File: src/rtl/branch_train_queue_pkg.sv
// Shared widths and the entry payload layout for the branch training queue.
package branch_train_queue_pkg;

  localparam int unsigned HW               = 7;
  localparam int unsigned BQ_DEPTH_DEFAULT = 8;

  typedef struct packed {
    logic [HW-1:0] pc;
    logic [HW-1:0] hist;
    logic          pred;
    logic          gpred;
    logic          lpred;
  } bq_entry_t;

  // Training "taken" bits report whether the prediction matched the outcome.
  function automatic logic is_correct(input logic pred, input logic actual);
    return pred == actual;
  endfunction

endpackage

File: src/rtl/bq_entry_ram.sv
// Per-entry prediction payload: one write port, async reads for head and resolve tag.
module bq_entry_ram
  import branch_train_queue_pkg::*;
#(
  parameter int unsigned DEPTH = BQ_DEPTH_DEFAULT,
  parameter int unsigned AW    = $clog2(DEPTH)
) (
  input  logic          clk_i,
  input  logic          i_we,
  input  logic [AW-1:0] i_waddr,
  input  bq_entry_t     i_wdata,
  input  logic [AW-1:0] i_raddr_a,
  output bq_entry_t     o_rdata_a,
  input  logic [AW-1:0] i_raddr_b,
  output logic [HW-1:0] o_hist_b,
  output logic          o_pred_b
);

  bq_entry_t r_mem [DEPTH];

  always_ff @(posedge clk_i) begin
    if (i_we) r_mem[i_waddr] <= i_wdata;
  end

  // Resolve side only needs the history and final prediction.
  assign o_rdata_a = r_mem[i_raddr_a];
  assign o_hist_b  = r_mem[i_raddr_b].hist;
  assign o_pred_b  = r_mem[i_raddr_b].pred;

endmodule

File: src/rtl/branch_train_queue.sv
// In-flight branch queue: allocates at fetch, resolves out of order, trains in order.
module branch_train_queue
  import branch_train_queue_pkg::*;
#(
  parameter int unsigned DEPTH = BQ_DEPTH_DEFAULT,
  parameter int unsigned TW    = $clog2(DEPTH)
) (
  input  logic          clk_i,
  input  logic          rst,
  input  logic          flush_i,
  input  logic          F_alloc_valid_i,
  input  logic [HW-1:0] F_PC_i,
  input  logic [HW-1:0] F_global_history_i,
  input  logic          F_predict_i,
  input  logic          F_global_predict_i,
  input  logic          F_local_predict_i,
  output logic          F_alloc_ready_o,
  output logic [TW-1:0] F_tag_o,
  input  logic          E_resolve_valid_i,
  input  logic [TW-1:0] E_tag_i,
  input  logic          E_actual_taken_i,
  output logic          ED_train_valid_o,
  output logic [HW-1:0] ED_train_global_history_o,
  output logic          ED_train_global_predict_o,
  output logic          ED_train_global_taken_o,
  output logic          MD_train_valid_o,
  output logic [HW-1:0] MD_PC_o,
  output logic [HW-1:0] MD_train_global_history_o,
  output logic          MD_train_predict_o,
  output logic          MD_train_taken_o,
  output logic          MD_train_global_predict_o,
  output logic          MD_train_global_taken_o,
  output logic          MD_train_local_predict_o,
  output logic          MD_train_local_taken_o
);

  localparam int unsigned CW = TW + 1;

  logic [DEPTH-1:0] r_valid, r_resolved, r_actual;
  logic [TW-1:0]    r_head, r_tail;
  logic [CW-1:0]    r_count;

  logic [DEPTH-1:0] w_valid_nxt, w_resolved_nxt, w_actual_nxt;
  logic [TW-1:0]    w_head_nxt, w_tail_nxt, w_res_dist, w_dist_i;
  logic [CW-1:0]    w_count_nxt;
  logic             w_res_ok, w_mis, w_alloc, w_commit, w_res_pred;
  logic [HW-1:0]    w_res_hist;
  bq_entry_t        w_wdata, w_head_entry;

  assign F_alloc_ready_o = (r_count != CW'(DEPTH));
  assign F_tag_o         = r_tail;

  assign w_wdata = '{pc: F_PC_i, hist: F_global_history_i, pred: F_predict_i,
                     gpred: F_global_predict_i, lpred: F_local_predict_i};

  bq_entry_ram #(.DEPTH(DEPTH), .AW(TW)) u_ram (
    .clk_i     (clk_i),
    .i_we      (w_alloc),
    .i_waddr   (r_tail),
    .i_wdata   (w_wdata),
    .i_raddr_a (r_head),
    .o_rdata_a (w_head_entry),
    .i_raddr_b (E_tag_i),
    .o_hist_b  (w_res_hist),
    .o_pred_b  (w_res_pred)
  );

  // A mispredict squashes the fetch-side allocation of the same cycle.
  assign w_res_ok   = E_resolve_valid_i & r_valid[E_tag_i] & ~r_resolved[E_tag_i] & ~flush_i;
  assign w_mis      = w_res_ok & (w_res_pred != E_actual_taken_i);
  assign w_alloc    = F_alloc_valid_i & F_alloc_ready_o & ~w_mis & ~flush_i;
  assign w_commit   = r_valid[r_head] & r_resolved[r_head] & ~flush_i;
  assign w_res_dist = E_tag_i - r_head;

  always_comb begin
    w_valid_nxt    = r_valid;
    w_resolved_nxt = r_resolved;
    w_actual_nxt   = r_actual;
    w_head_nxt     = r_head;
    w_tail_nxt     = r_tail;
    w_count_nxt    = r_count;
    w_dist_i       = '0;
    if (flush_i) begin
      w_valid_nxt    = '0;
      w_resolved_nxt = '0;
      w_head_nxt     = '0;
      w_tail_nxt     = '0;
      w_count_nxt    = '0;
    end else begin
      if (w_commit) begin
        w_valid_nxt[r_head]    = 1'b0;
        w_resolved_nxt[r_head] = 1'b0;
        w_head_nxt             = r_head + TW'(1);
      end
      if (w_res_ok) begin
        w_resolved_nxt[E_tag_i] = 1'b1;
        w_actual_nxt[E_tag_i]   = E_actual_taken_i;
      end
      if (w_mis) begin
        // Everything older than head-relative distance of the resolving tag survives.
        for (int i = 0; i < int'(DEPTH); i++) begin
          w_dist_i = TW'(i) - r_head;
          if (w_dist_i > w_res_dist) begin
            w_valid_nxt[i]    = 1'b0;
            w_resolved_nxt[i] = 1'b0;
          end
        end
        w_tail_nxt  = E_tag_i + TW'(1);
        w_count_nxt = CW'(w_res_dist) + CW'(1) - CW'(w_commit);
      end else begin
        w_count_nxt = r_count + CW'(w_alloc) - CW'(w_commit);
      end
      if (w_alloc) begin
        w_valid_nxt[r_tail]    = 1'b1;
        w_resolved_nxt[r_tail] = 1'b0;
        w_tail_nxt             = r_tail + TW'(1);
      end
    end
  end

  always_ff @(posedge clk_i) begin
    if (rst) begin
      r_valid                   <= '0;
      r_resolved                <= '0;
      r_actual                  <= '0;
      r_head                    <= '0;
      r_tail                    <= '0;
      r_count                   <= '0;
      ED_train_valid_o          <= 1'b0;
      ED_train_global_history_o <= '0;
      ED_train_global_predict_o <= 1'b0;
      ED_train_global_taken_o   <= 1'b0;
      MD_train_valid_o          <= 1'b0;
      MD_PC_o                   <= '0;
      MD_train_global_history_o <= '0;
      MD_train_predict_o        <= 1'b0;
      MD_train_taken_o          <= 1'b0;
      MD_train_global_predict_o <= 1'b0;
      MD_train_global_taken_o   <= 1'b0;
      MD_train_local_predict_o  <= 1'b0;
      MD_train_local_taken_o    <= 1'b0;
    end else begin
      r_valid          <= w_valid_nxt;
      r_resolved       <= w_resolved_nxt;
      r_actual         <= w_actual_nxt;
      r_head           <= w_head_nxt;
      r_tail           <= w_tail_nxt;
      r_count          <= w_count_nxt;
      ED_train_valid_o <= w_res_ok;
      MD_train_valid_o <= w_commit;
      if (w_res_ok) begin
        ED_train_global_history_o <= w_res_hist;
        ED_train_global_predict_o <= w_res_pred;
        ED_train_global_taken_o   <= is_correct(w_res_pred, E_actual_taken_i);
      end
      if (w_commit) begin
        MD_PC_o                   <= w_head_entry.pc;
        MD_train_global_history_o <= w_head_entry.hist;
        MD_train_predict_o        <= w_head_entry.pred;
        MD_train_taken_o          <= is_correct(w_head_entry.pred, r_actual[r_head]);
        MD_train_global_predict_o <= w_head_entry.gpred;
        MD_train_global_taken_o   <= is_correct(w_head_entry.gpred, r_actual[r_head]);
        MD_train_local_predict_o  <= w_head_entry.lpred;
        MD_train_local_taken_o    <= is_correct(w_head_entry.lpred, r_actual[r_head]);
      end
    end
  end

endmodule

File: config.mk
export PLATFORM = sky130hd
export DESIGN_NAME = branch_train_queue
export DESIGN_NICKNAME = d
export VERILOG_FILES = /design/src/rtl/branch_train_queue_pkg.sv /design/src/rtl/bq_entry_ram.sv /design/src/rtl/branch_train_queue.sv
export SDC_FILE = /design/constraint.sdc
export NUM_CORES = 1
export LEC_CHECK = 0
export CAP_MARGIN = 20
export CORE_MARGIN = 1.5
export CORE_UTILIZATION = 54
export CTS_CLUSTER_DIAMETER = 120
export DETAILED_ROUTE_END_ITERATION = 12
export PLACE_DENSITY = 0.77
export SYNTH_ARGS = -nofsm -noshare
export SYNTH_HDL_FRONTEND = slang
export SYNTH_SLANG_ARGS = --single-unit
File: constraint.sdc
create_clock -name clk_i -period 4.31 [get_ports clk_i]
set_input_delay 1.293 -clock clk_i [delete_from_list [all_inputs] [get_ports clk_i]]
set_output_delay 1.293 -clock clk_i [all_outputs]
set_load 0.02 [all_outputs]
==> results by group <==
Run status
  • Status: complete, no violations

Clock tree
  • CTS Root Cell: clkbuf_16
  • CTS tree: built
  • Max Root-Sink Buffers: 3
  • Post-CTS resize count: 0
  • H-tree depth: 1
  • CTS buffer count: 21
  • Setup bufs post-CTS: 0
  • Clk_lat worst skew: 0.50 ns
  • Clock transition at the registers of the reported paths: 0.06 ns
  • # hold bufs at CTS: 0
  • CTS sink count: 204

Yosys
  • Most frequent cell after synthesis: edfxtp_1
  • Async SR Flop Fraction: 0
  • Multiplexer area fraction after synthesis: 0.155
  • Synth Cell Area: 9440 µm²
  • Flops & latches, synth: 204
  • Post-Syn Area per Cell: 13.7 µm²
  • Synth Area in Simple Gates: 0.0917
  • Top cell type's share of synthesized area: 0.432
  • Cell accounting for the most synthesized area: edfxtp_1
  • EDFF count, synth: 136
  • Top cells by area, synth: edfxtp_1, dfxtp_1, mux4_2
  • Synth unique cells: 67
  • Warnings from Yosys: 0
  • Synth top cells by count: edfxtp_1, dfxtp_1, nor2_1
  • Synthesized netlist cell count: 687
  • Post-synthesis sequential area ratio: 0.577
  • Compound-Gate Fraction of Synth Area: 0.0880
  • Largest family of logic cells by synthesized area: multiplexers
  • Ys flop type: edfxtp_1
  • Post-Synth Adder-Cell Area: 0.0440
  • Post-Synth XOR/XNOR Area: 0.0121
  • Syn_nets: 745

Finish
  • Antenna Cells: 0
  • Util after Layout: 0.659
  • Design area: 11,300 µm²
  • Area delta synth->final: 19.8%
  • Final nets: 840
  • Share of cells above drive strength 1: 0.197

Floorplan
  • Initial Util: 0.550
  • Die Y: 135 µm
  • Core area: 17,200 µm²
  • Cell row count: 48
  • # IOs: 61
  • Die area: 18,300 µm²
  • Die X: 135 µm

Setup path
  • Slowest CP cell: clkdlybuf4s50_1
  • R2R depth: 11
  • Critical path arrival: 4.36 ns
  • CP Max Fanout: 10
  • R2R Setup Slk: 1.19 ns
  • Critical Path Max Stage Delay: 0.45 ns
  • Reg2reg start: r_head[1]
  • Reg2Reg Capture Point: r_valid[7]
  • Worst path top cell family by delay: compound AO/OA/AOI/OAI gates
  • Critical path type: primary input to flop
  • CP required: 4.73 ns
  • Startpoint types: primary input
  • Crit. End Element: flop
  • Buf+Inv Stages, Crit Path: 4
  • Worst-path cell chain: clkdlybuf4s50_1 > buf_4 > mux2_2 > o22ai_1 > o21a_1 > o2111ai_4 > nand2_4 > ha_1 > inv_1 > ha_1 > inv_1 > fa_1 > xnor2_1 > nand2_1 > a21oi_1

GRT
  • Global-route wire length before repair: 35.4 mm
  • Via count of the first global-routing pass: 6,496
  • Largest net degree at the start of global routing: 43
  • Grt ovf: 0
  • Total Routing Usage GR: 0.256
  • Initial antenna violation count: 0

Timing
  • RSZ-0062 raised after global routing: false
  • Slew margin rel.: 0.348
  • Worst Max-Slew Pin Slew: 0.978 ns
  • Final setup vio count: 0
  • Max Fclk: 254 MHz
  • Final Skew: 0.0151 ns
  • Max-slew violations: 0
  • Final min period: 3.94 ns
  • Final hold vios: 0
  • Post-route clock period utilization: 0.914

Pwr
  • Peak VDD IR: 363 µV
  • Power per Cell Area: 357 nW/µm²
  • Static leakage: 3.80 nW

Place
  • Post-DP HPWL: 15.1 mm
  • IO buf count: 60
  • DP Area: 10,700 µm²
  • GPL Wtd Cong: 0.903

Routing
  • Vias: 6,295
  • DRC violations left: 0
  • Routed wire length: 22.8 mm
  • Avg WL per Cell: 22.4 µm
  • Detail Route Antenna Nets: 0
  • Iteration count of the initial detailed-routing pass: 5
  • DR vias/cell: 6.16
  • Initial DRC count: 468

Hold path
  • Hold_sp: r_actual[2]
  • Min-Delay Endpoint: r_actual[2]
  • WHS Path Cells: 2
  • Hold Path Class: flop to flop

Flow run
  • Max cap viols: 0
[placed cells by master (no fill, tap or decap), drive strengths merged, types with 3 or more instances in the layout]
cell type,Yosys,final
a21oi,24,24
nand3,16,16
edfxtp,136,136
clkdlybuf4s50,0,59
o22ai,3,3
buf,26,55
a31oi,3,3
inv,26,27
a211oi,26,26
xor2,3,3
mux2,8,8
nor3b,3,3
clkinv,1,7
a21o,4,4
nand2,34,34
nor2,60,60
nor2b,7,7
mux2i,38,38
and2,6,6
o21ai,5,5
nor3,13,13
mux4,44,44
nor4,8,8
nand2b,4,4
nand4,6,6
dfxtp,68,68
ha,30,30
or2,3,3
a221oi,5,5
xnor2,10,10
o2bb2ai,5,5
and3,3,3
a311oi,7,7
clkbuf,16,31
[state kept, by name, summed over array words and instances, names as in the netlist, named ones only]
name                       cells
ED_train_global_history_o      7
MD_train_global_taken_o        1
MD_train_global_predict_o      1
MD_train_valid_o               1
MD_train_local_predict_o       1
r_valid                        8
u_ram.r_mem                  136
r_head                         3
MD_train_global_history_o      7
MD_PC_o                        7
r_resolved                     8
MD_train_local_taken_o         1
ED_train_valid_o               1
MD_train_predict_o             1
MD_train_taken_o               1
ED_train_global_taken_o        1
r_count                        4
ED_train_global_predict_o      1
r_actual                       8
F_tag_o                        3
[worst max path at each step]
stage	cells past startpoint	from	end	slack [ns]
5_1_grt	15	E_tag_i[0]	r_count[2]	0.22
3_5_place_dp	15	E_tag_i[0]	r_count[2]	-0.12
6_report	15	E_tag_i[0]	r_count[2]	0.37
4_1_cts	15	E_tag_i[0]	r_count[2]	0.39
3_3_place_gp	16	E_tag_i[0]	r_count[2]	0.003
2_1_floorplan	7	E_tag_i[1]	u_ram.r_mem[1][0]	0.15
[power by group]
| part | internal, mW | total (mW) | switching (mW) |
|---|---|---|---|
| logic | 0.103 | 0.239 | 0.136 |
| registers | 2.10 | 2.11 | 0.00913 |
| clock network | 0.974 | 1.69 | 0.713 |
[final cells by class]
| type | instances | area, µm² |
|---|---|---|
| well taps | 225 | 282 |
| inverters | 27 | 101 |
| multi-input cells | 414 | 3720 |
| repair buffers | 114 | 1130 |
| fillers | 1271 | 5860 |
| clock inverters | 7 | 40.0 |
| flip-flops and latches | 204 | 5450 |
| clock buffers | 31 | 603 |
[tightest hold or removal path: stages (launching register included)]
cell	delay [ns]
dfxtp_1	0.31
nand2_1	0.05
a21oi_1	0.05
[cells by family after synthesis]
| kind of cell | Yosys count |
|---|---|
| and+or+nand+nor | 168 |
| AOI/OAI and AO/OA | 111 |
| DFF | 204 |
| adders and majority gates | 32 |
| muxes | 90 |
| xor gates and xnor gates | 13 |
| buffers and inverters | 69 |
[per-layer routing]
metal  up-vias  global-route usage  share of wire
li1       2843                   -              -
met1      3136               0.331           0.40
met2       257               0.445           0.51
met3        59              0.0348          0.063
met4         0              0.0938          0.027
met5         -                   0              0
[metrics by stage]
stage / hold slack [ns] / std cells / power [mW] / setup TNS (ns) / worst slack (ns)
finish: 0.465 / 1022 / 4.04 / 0 / 0.372
floorplan: 0.433 / 687 / 2.28 / 0 / 0.145
global route: 0.501 / 1022 / 4.16 / 0 / 0.218
global placement: 0.450 / 983 / 2.38 / 0 / 0.00274
detailed placement: 0.459 / 983 / 2.39 / -0.236 / -0.123
CTS: 0.467 / 1021 / 4.06 / 0 / 0.393
Power figures use the tool's default switching activity.
